`config.mk`:
```
export PLATFORM = sky130hd
export DESIGN_NAME = and16_rr_arbiter
export DESIGN_NICKNAME = d
export VERILOG_FILES = /design/src/rtl/and16_rr_arbiter.sv
export SDC_FILE = /design/constraint.sdc
export NUM_CORES = 1
export LEC_CHECK = 0
export CAP_MARGIN = 20
export CORE_ASPECT_RATIO = 1.4
export CORE_UTILIZATION = 51
export CTS_BUF_LIST = sky130_fd_sc_hd__clkbuf_4 sky130_fd_sc_hd__clkbuf_8 sky130_fd_sc_hd__clkbuf_16
export CTS_CLUSTER_SIZE = 10
export DETAILED_ROUTE_END_ITERATION = 8
export PLACE_DENSITY = 0.82
export SYNTH_ARGS = -nofsm -noshare
export SYNTH_HDL_FRONTEND = slang
export SYNTH_SLANG_ARGS = --single-unit
```
`constraint.sdc`:
```
create_clock -name clk -period 4.9 [get_ports clk]
set_input_delay 0.735 -clock clk [delete_from_list [all_inputs] [get_ports clk]]
set_output_delay 0.735 -clock clk [all_outputs]
set_load 0.05 [all_outputs]
```
`src/rtl/and16_rr_arbiter.sv`:
```
// Round-robin arbiter sharing one 16-input AND reduction among N_REQ requesters.
// Latency: grant 1 cycle after request, result 2 cycles after; one op per 2 cycles sustained.

module and16 (
   input  logic [15:0] a,
   output logic        y
);
   assign y = &a;
endmodule

module and16_rr_arbiter #(
   parameter int N_REQ = 4
) (
   input  logic                 clk,
   input  logic                 rst_n,
   input  logic [N_REQ-1:0]     req,
   input  logic [16*N_REQ-1:0]  req_data,
   output logic [N_REQ-1:0]     gnt,
   output logic [N_REQ-1:0]     rsp_valid,
   output logic                 rsp_y,
   output logic                 busy,
   output logic [15:0]          op_count
);
   localparam int PTR_W = (N_REQ > 1) ? $clog2(N_REQ) : 1;

   typedef enum logic [1:0] {
      IDLE  = 2'd0,
      GRANT = 2'd1,
      RESP  = 2'd2
   } state_t;

   state_t             r_state;
   logic [N_REQ-1:0]   r_gnt;
   logic [N_REQ-1:0]   r_rsp_valid;
   logic               r_rsp_y;
   logic               r_busy;
   logic [15:0]        r_op_count;
   logic [PTR_W-1:0]   r_ptr;
   logic [PTR_W-1:0]   r_idx;
   logic [15:0]        r_operand;

   logic               w_found;
   logic [PTR_W-1:0]   w_win;
   logic [PTR_W-1:0]   w_next_ptr;
   logic [N_REQ-1:0]   w_win_oh;
   logic [15:0]        w_win_data;
   logic               w_and_y;
   int                 w_idx;

   // Search starts at r_ptr and wraps, so the requester after the last winner has priority.
   always_comb begin
      w_found    = 1'b0;
      w_win      = '0;
      w_win_data = '0;
      w_idx      = 0;
      for (int k = 0; k < N_REQ; k++) begin
         w_idx = int'(r_ptr) + k;
         if (w_idx >= N_REQ) begin
            w_idx = w_idx - N_REQ;
         end
         if (!w_found && req[w_idx]) begin
            w_found    = 1'b1;
            w_win      = PTR_W'(w_idx);
            w_win_data = req_data[16*w_idx +: 16];
         end
      end
   end

   assign w_win_oh   = N_REQ'(1) << w_win;
   assign w_next_ptr = (w_win == PTR_W'(N_REQ-1)) ? '0 : w_win + 1'b1;

   and16 u_and16 (
      .a (r_operand),
      .y (w_and_y)
   );

   always_ff @(posedge clk or negedge rst_n) begin
      if (!rst_n) begin
         r_state     <= IDLE;
         r_gnt       <= '0;
         r_rsp_valid <= '0;
         r_rsp_y     <= 1'b0;
         r_busy      <= 1'b0;
         r_op_count  <= '0;
         r_ptr       <= '0;
         r_idx       <= '0;
         r_operand   <= '0;
      end else begin
         case (r_state)
            IDLE, RESP: begin
               r_rsp_valid <= '0;
               if (w_found) begin
                  r_state   <= GRANT;
                  r_gnt     <= w_win_oh;
                  r_operand <= w_win_data;
                  r_idx     <= w_win;
                  r_ptr     <= w_next_ptr;
                  r_busy    <= 1'b1;
               end else begin
                  r_state <= IDLE;
                  r_gnt   <= '0;
                  r_busy  <= 1'b0;
               end
            end
            GRANT: begin
               // req is not looked at here; the operand was captured at the grant edge.
               r_state     <= RESP;
               r_gnt       <= '0;
               r_rsp_valid <= N_REQ'(1) << r_idx;
               r_rsp_y     <= w_and_y;
               r_op_count  <= r_op_count + 16'd1;
               r_busy      <= 1'b1;
            end
            default: begin
               r_state     <= IDLE;
               r_gnt       <= '0;
               r_rsp_valid <= '0;
               r_busy      <= 1'b0;
            end
         endcase
      end
   end

   assign gnt       = r_gnt;
   assign rsp_valid = r_rsp_valid;
   assign rsp_y     = r_rsp_y;
   assign busy      = r_busy;
   assign op_count  = r_op_count;

endmodule

```
# After elaboration in Yosys (flattened, before gate mapping)
# Cells that the tools add are included.
op_classes:
  eq_ne: 3
  magnitude_cmp: 8
  n_shift: 6
  mux: 36
  add_sub_neg: 9
  n_reduce_logical: 10
ops:
  columns: ["operator", "n"]
  rows:
  - ["64-bit by 32-bit indexed part select with 16-bit output", 4]
  - ["32-bit by 4-bit less-than comparator with 1-bit output, second input constant", 4]
  - ["32-bit two-way mux", 4]
  - ["16-bit two-way mux", 4]
  - ["16-bit by 1-bit adder with 16-bit output, second input constant", 1]
  - ["16-bit AND reduction", 1]
  - ["1-bit two-way mux", 14]
  - ["4-bit two-way mux", 3]
  - ["3-bit by 3-bit subtractor with 4-bit output, second input constant", 3]
  - ["2-bit two-way mux", 5]
  - ["3-bit greater-or-equal comparator, second input constant", 3]
  - ["1-bit binary-select mux with 2-bit select", 4]
  - ["1-bit by 2-bit << shifter with 4-bit output, first input constant", 2]
  - ["2-bit by 2-bit adder with 3-bit output, second input constant", 2]
  - ["2-bit equality test, second input constant", 2]
  - ["2-bit case mux with 2 select lines", 1]
  - ["2-bit by 3-bit subtractor with 4-bit output, second input constant", 1]
  - ["2-bit by 1-bit adder with 3-bit output, second input constant", 1]
  - ["2-bit by 3-bit greater-or-equal comparator with 1-bit output, second input constant", 1]
  - ["1-bit logical AND", 3]
  - ["1-bit zero test", 3]
  - ["2-bit by 1-bit adder with 2-bit output, second input constant", 1]
  - ["2-bit by 1-bit equality test with 1-bit output, second input constant", 1]
  - ["2-bit zero test", 1]
  - ["other kinds (3)", 3]
word_totals:
  out_inout_bits: 26
  word_cells: 81
  in_bits: 70
  reg_bits: 48

# Depth between registers and ports, before layout
logic_depth:
  depth_word: 18
  mapped_depth: 15
  mapped_depth_nobuf: 9

# Hierarchy
# From an unflattened synthesis, not the netlist that was laid out.
hier_totals:
  hier_cells: 398
  hier_area_um2: 4101.4
by_module_without_submodules:
  columns: ["mod", "cells_per_inst", "seq_area_each_um2", "instances", "area_each_um2"]
  rows:
  - ["and16_rr_arbiter", 393, 1201.2, 1, 4063.9]
  - ["and16", 5, 0.0, 1, 37.5]

# Least setup slack after synthesis
# OpenSTA, ideal clock, no wires.
synth_path:
  path_type: "register to register"
  from: "register r_ptr[0]"
  to: "register r_gnt[0], in the netlist gnt[0]"
  path_stages_with_launch: 16
  setup_ns: 0.119
  path_slack_ns: 1.491
  arrival_ns: 3.290
  n_path_buf: 6
  synth_period_minus_slack_ns: 3.409
  t_required_ns: 4.781
  cell_sequence: "dfrtp_1 buf_6 buf_2 buf_1 inv_1 ha_1 buf_6 mux4_2 buf_4 nand2b_1 buf_2 a21o_1 o31ai_2 inv_1 ha_1 and2_1"
synth_via:
  elab_chain_cells: 18
  elab_cells_between_ends: 44
  classes_between: "add/sub (7); order compare (4); shift (1); mux (26); reduce/logical (6)"
synth_lines:
  columns: ["element", "line", "rtl"]
  rows:
  - ["from (decl)", "38", "logic [PTR_W-1:0] r_ptr;"]
  - ["from (signal assigned)", "97", "r_ptr <= w_next_ptr;"]
  - ["branches (longest 14 deep; another with 3-bit by 3-bit subtractor with 4-bit output)", null, null]
  - ["2-bit two-way mux (*)", "61", "if (!w_found && req[w_idx]) begin"]
  - ["via w_win[0]", "43", "logic [PTR_W-1:0] w_win;"]
  - ["1-bit by 2-bit << shifter with 4-bit output (*)", "69", "assign w_win_oh = N_REQ'(1) << w_win;"]
  - ["4-bit two-way mux (*)", "92", "if (w_found) begin"]
  - ["4-bit two-way mux (*)", "89", "case (r_state)"]
  - ["to (signal assigned)", "94", "r_gnt <= w_win_oh;"]
  - ["to (decl)", "33", "logic [N_REQ-1:0] r_gnt;"]
# Mark *: on every way through the listed nets, which the timed path passes. The select of a mux whose other input is x is not followed.
# A chain may end at the register's enable or synchronous reset.

# Worst setup path in the final report
layout_path:
  from: "register r_ptr[1]"
  to: "register r_gnt[2], in the netlist gnt[2]"
# Same word-level chain as after synthesis.

==> results.json <==
{
  "status": "finished, final reports clean",
  "clkTransAtPathRegs_ns": 0.08,
  "tightest_slew_ns": 1.04,
  "final_nets": 547,
  "clk_latency_ns": 0.30,
  "critPathKind": "flip-flop to flip-flop",
  "max_freq_ghz": 0.275,
  "syn_area_um2": 4090,
  "synth-seq-area-share_pct": 29.4,
  "cts_root_buffer": "clkbuf_8",
  "multiInputGateArea_um2": 2690,
  "synth_seq_cells": 48,
  "clock_skew_ns": 0.00678,
  "die_x_um": 77.7,
  "netlist_instances": 397,
  "first_global_vias": 3296,
  "rsz0062_at_grt": "false",
  "num_vias": 3408,
  "fin_tns_setup_ns": 0,
  "slew_headroom_pct": 30.5,
  "final_area_um2": 5150,
  "cp-start-kind": "flip-flop",
  "hold_viol": 0,
  "pin_count": 96,
  "die_area_um2": 8390,
  "grt_pass1_wl_um": 14500,
  "synth_cell_type_count": 37,
  "grtUsageMet2_pct": 39.5,
  "cts-htree-levels": 2,
  "ctsHoldBuffers": 0,
  "place.gp.congestion": 0.764,
  "post_cts_buffers": 0,
  "drive_gt1_share_pct": 16.6,
  "p_leak_nw": 2.08,
  "cts.repair.resized": 0,
  "start_util_pct": 52.8,
  "die_h_um": 108,
  "hold_class": "primary input to async pin",
  "reg2regPathDepth": 11,
  "fin_crit_sh_pct": 74.3,
  "final_common_cell": "clkdlybuf4s50_1",
  "syn_nets": 475,
  "coreArea_um2": 7750,
  "overflow": 0,
  "required_ns": 5.10,
  "ys_warn_count": 0,
  "dr.first_iter.drc_count": 85,
  "finalWorstPathRequiredPeriod_ns": 3.64,
  "wl_per_cell_um": 15.3,
  "cts_sinks": 48,
  "wl_um": 8710,
  "powerDensity_nw_per_um2": 645,
  "fillCellCount": 606,
  "final_cell_mix": "clkdlybuf4s50_1, mux2i_1, dfrtp_1",
  "io_buffers": 95,
  "area_growth_pct": 25.8,
  "hpwl_um": 6600,
  "end_kind": "flip-flop",
  "row_count": 38,
  "final_max_slew_viol_count": 0,
  "track_usage_pct": 21.6,
  "synth.avg_cell_area_um2": 10.3,
  "setup_viol_count_final": 0,
  "dr.pass1.iters": 4,
  "seq_area_um2": 1200,
  "cts_tree": "yes",
  "holdWs_ns": 0.243,
  "met3_usage_pct": 2.03,
  "max-vdd-ir-drop_mv": 0.440,
  "grt_util_met1_pct": 24.9,
  "cts_max_path_buffers": 2,
  "antenna_found_initial": 0,
  "crit_arrival_ns": 3.84,
  "busiest_layer": "met2",
  "vias_per_cell": 5.98,
  "grt_max_degree": 72,
  "antenna_left": 0,
  "drc": 0,
  "n_antenna_cell": 0,
  "maxCapViolations": 0,
  "dpl_cell_area_um2": 5030,
  "cts_inserted_buffers": 5,
  "path_max_fanout": 35
}
==> worst paths after layout <==
path                            slack [ns]      endpoint    startpoint
max in group asynchronous             4.22   op_count[1]         rst_n
worst max register to register        1.26        gnt[2]      r_ptr[1]
worst max-delay path                  1.26        gnt[2]      r_ptr[1]
min in group clk                      0.48  op_count[15]  op_count[15]
worst min-delay path                  0.24        gnt[1]         rst_n
worst min register to register        0.48  op_count[15]  op_count[15]
==> cell type report <==
cell class                      instances  share of cell area [%]
Clock inverter                          2                   0.292
Inverter                                8                   0.584
Tap cell                              100                    2.43
Timing Repair Buffer                  101                    19.5
Multi-Input combinational cell        305                    52.2
Clock buffer                            6                    1.60
Sequential cell                        48                    23.4
==> flip-flops by register name, summed over array words and instances, names as in the netlist <==
signal and cells:
gnt 4, r_idx 2, rsp_y 1, r_state 2
op_count 16, r_ptr 2, r_operand 16, busy 1
rsp_valid 4
==> synthesized netlist by cell type <==
cell,count,share of area [%]
mux2i_1,50,12
dfrtp_1,48,29
nand2_1,44,4.0
mux4_2,36,20
nor2_1,26,2.4
nand3_1,22,2.7
o21ai_0,17,2.1
a31oi_1,16,2.4
clkbuf_1,16,1.5
o211ai_1,16,2.9
o221a_2,16,4.4
xnor2_1,12,2.6
buf_2,11,1.3
ha_1,8,2.4
nand4_1,7,1.1
inv_1,6,0.55
and3_1,5,0.76
and2_1,4,0.61
buf_6,4,1.1
nand2b_1,4,0.61
a21oi_1,3,0.37
buf_4,3,0.55
mux2_2,3,0.83
nor3_1,3,0.37
xor2_1,3,0.64
buf_1,2,0.18
o21ai_1,2,0.24
a21o_1,1,0.18
clkinv_1,1,0.092
inv_2,1,0.092
nor2_4,1,0.28
nor2b_2,1,0.21
nor3b_1,1,0.18
o22a_1,1,0.21
o31ai_2,1,0.31
or2_2,1,0.15
or4_1,1,0.18
==> routing by layer <==
layer  share of wire, %  vias up
met4                2.4        0
met3                3.2       17
met5                  0        -
met1                 41     1633
li1                   -     1657
met2                 53      101
==> per-stage QoR <==
step                      utilization [%]  total power (W)  setup slack (ns)  cells
after global placement               64.9          0.00303              1.39    561
after floorplan                         -          0.00265              1.49    397
after CTS                            66.1          0.00334              1.20    569
after detailed placement             64.9          0.00310              1.22    561
final                                66.4          0.00332              1.26    570
after global routing                 66.4          0.00356             0.974    570
==> worst max-delay path: stages, from the launching register on <==
cell     delay (ns)
dfrtp_1        0.50
inv_2          0.04
buf_4          0.26
ha_1           0.40
buf_4          0.45
mux4_2         0.33
nor2b_2        0.55
nor2_1         0.10
o31ai_2        0.37
inv_1          0.15
ha_1           0.22
and2_1         0.13
==> cells by family (layout without fill, tap and decap cells) <==
family          Yosys count  count (layout)  share of synthesized area [%]
compound gates           73              73                           13.2
buf+inv                  44             117                           5.38
flops                    48              48                           29.4
simple gates            120             120                           13.5
fa+ha+maj                 8               8                           2.45
mux                      89              89                           32.9
xor+xnor                 15              15                           3.21
==> report_power, final <==
part / internal, W / switching [W] / leakage, nW
sequential: 0.000548 / 0.000108 / 0.596
combinational: 0.00111 / 0.00131 / 1.44
clock: 0.000114 / 0.000128 / 0.0434
Power figures use the tool's default switching activity.
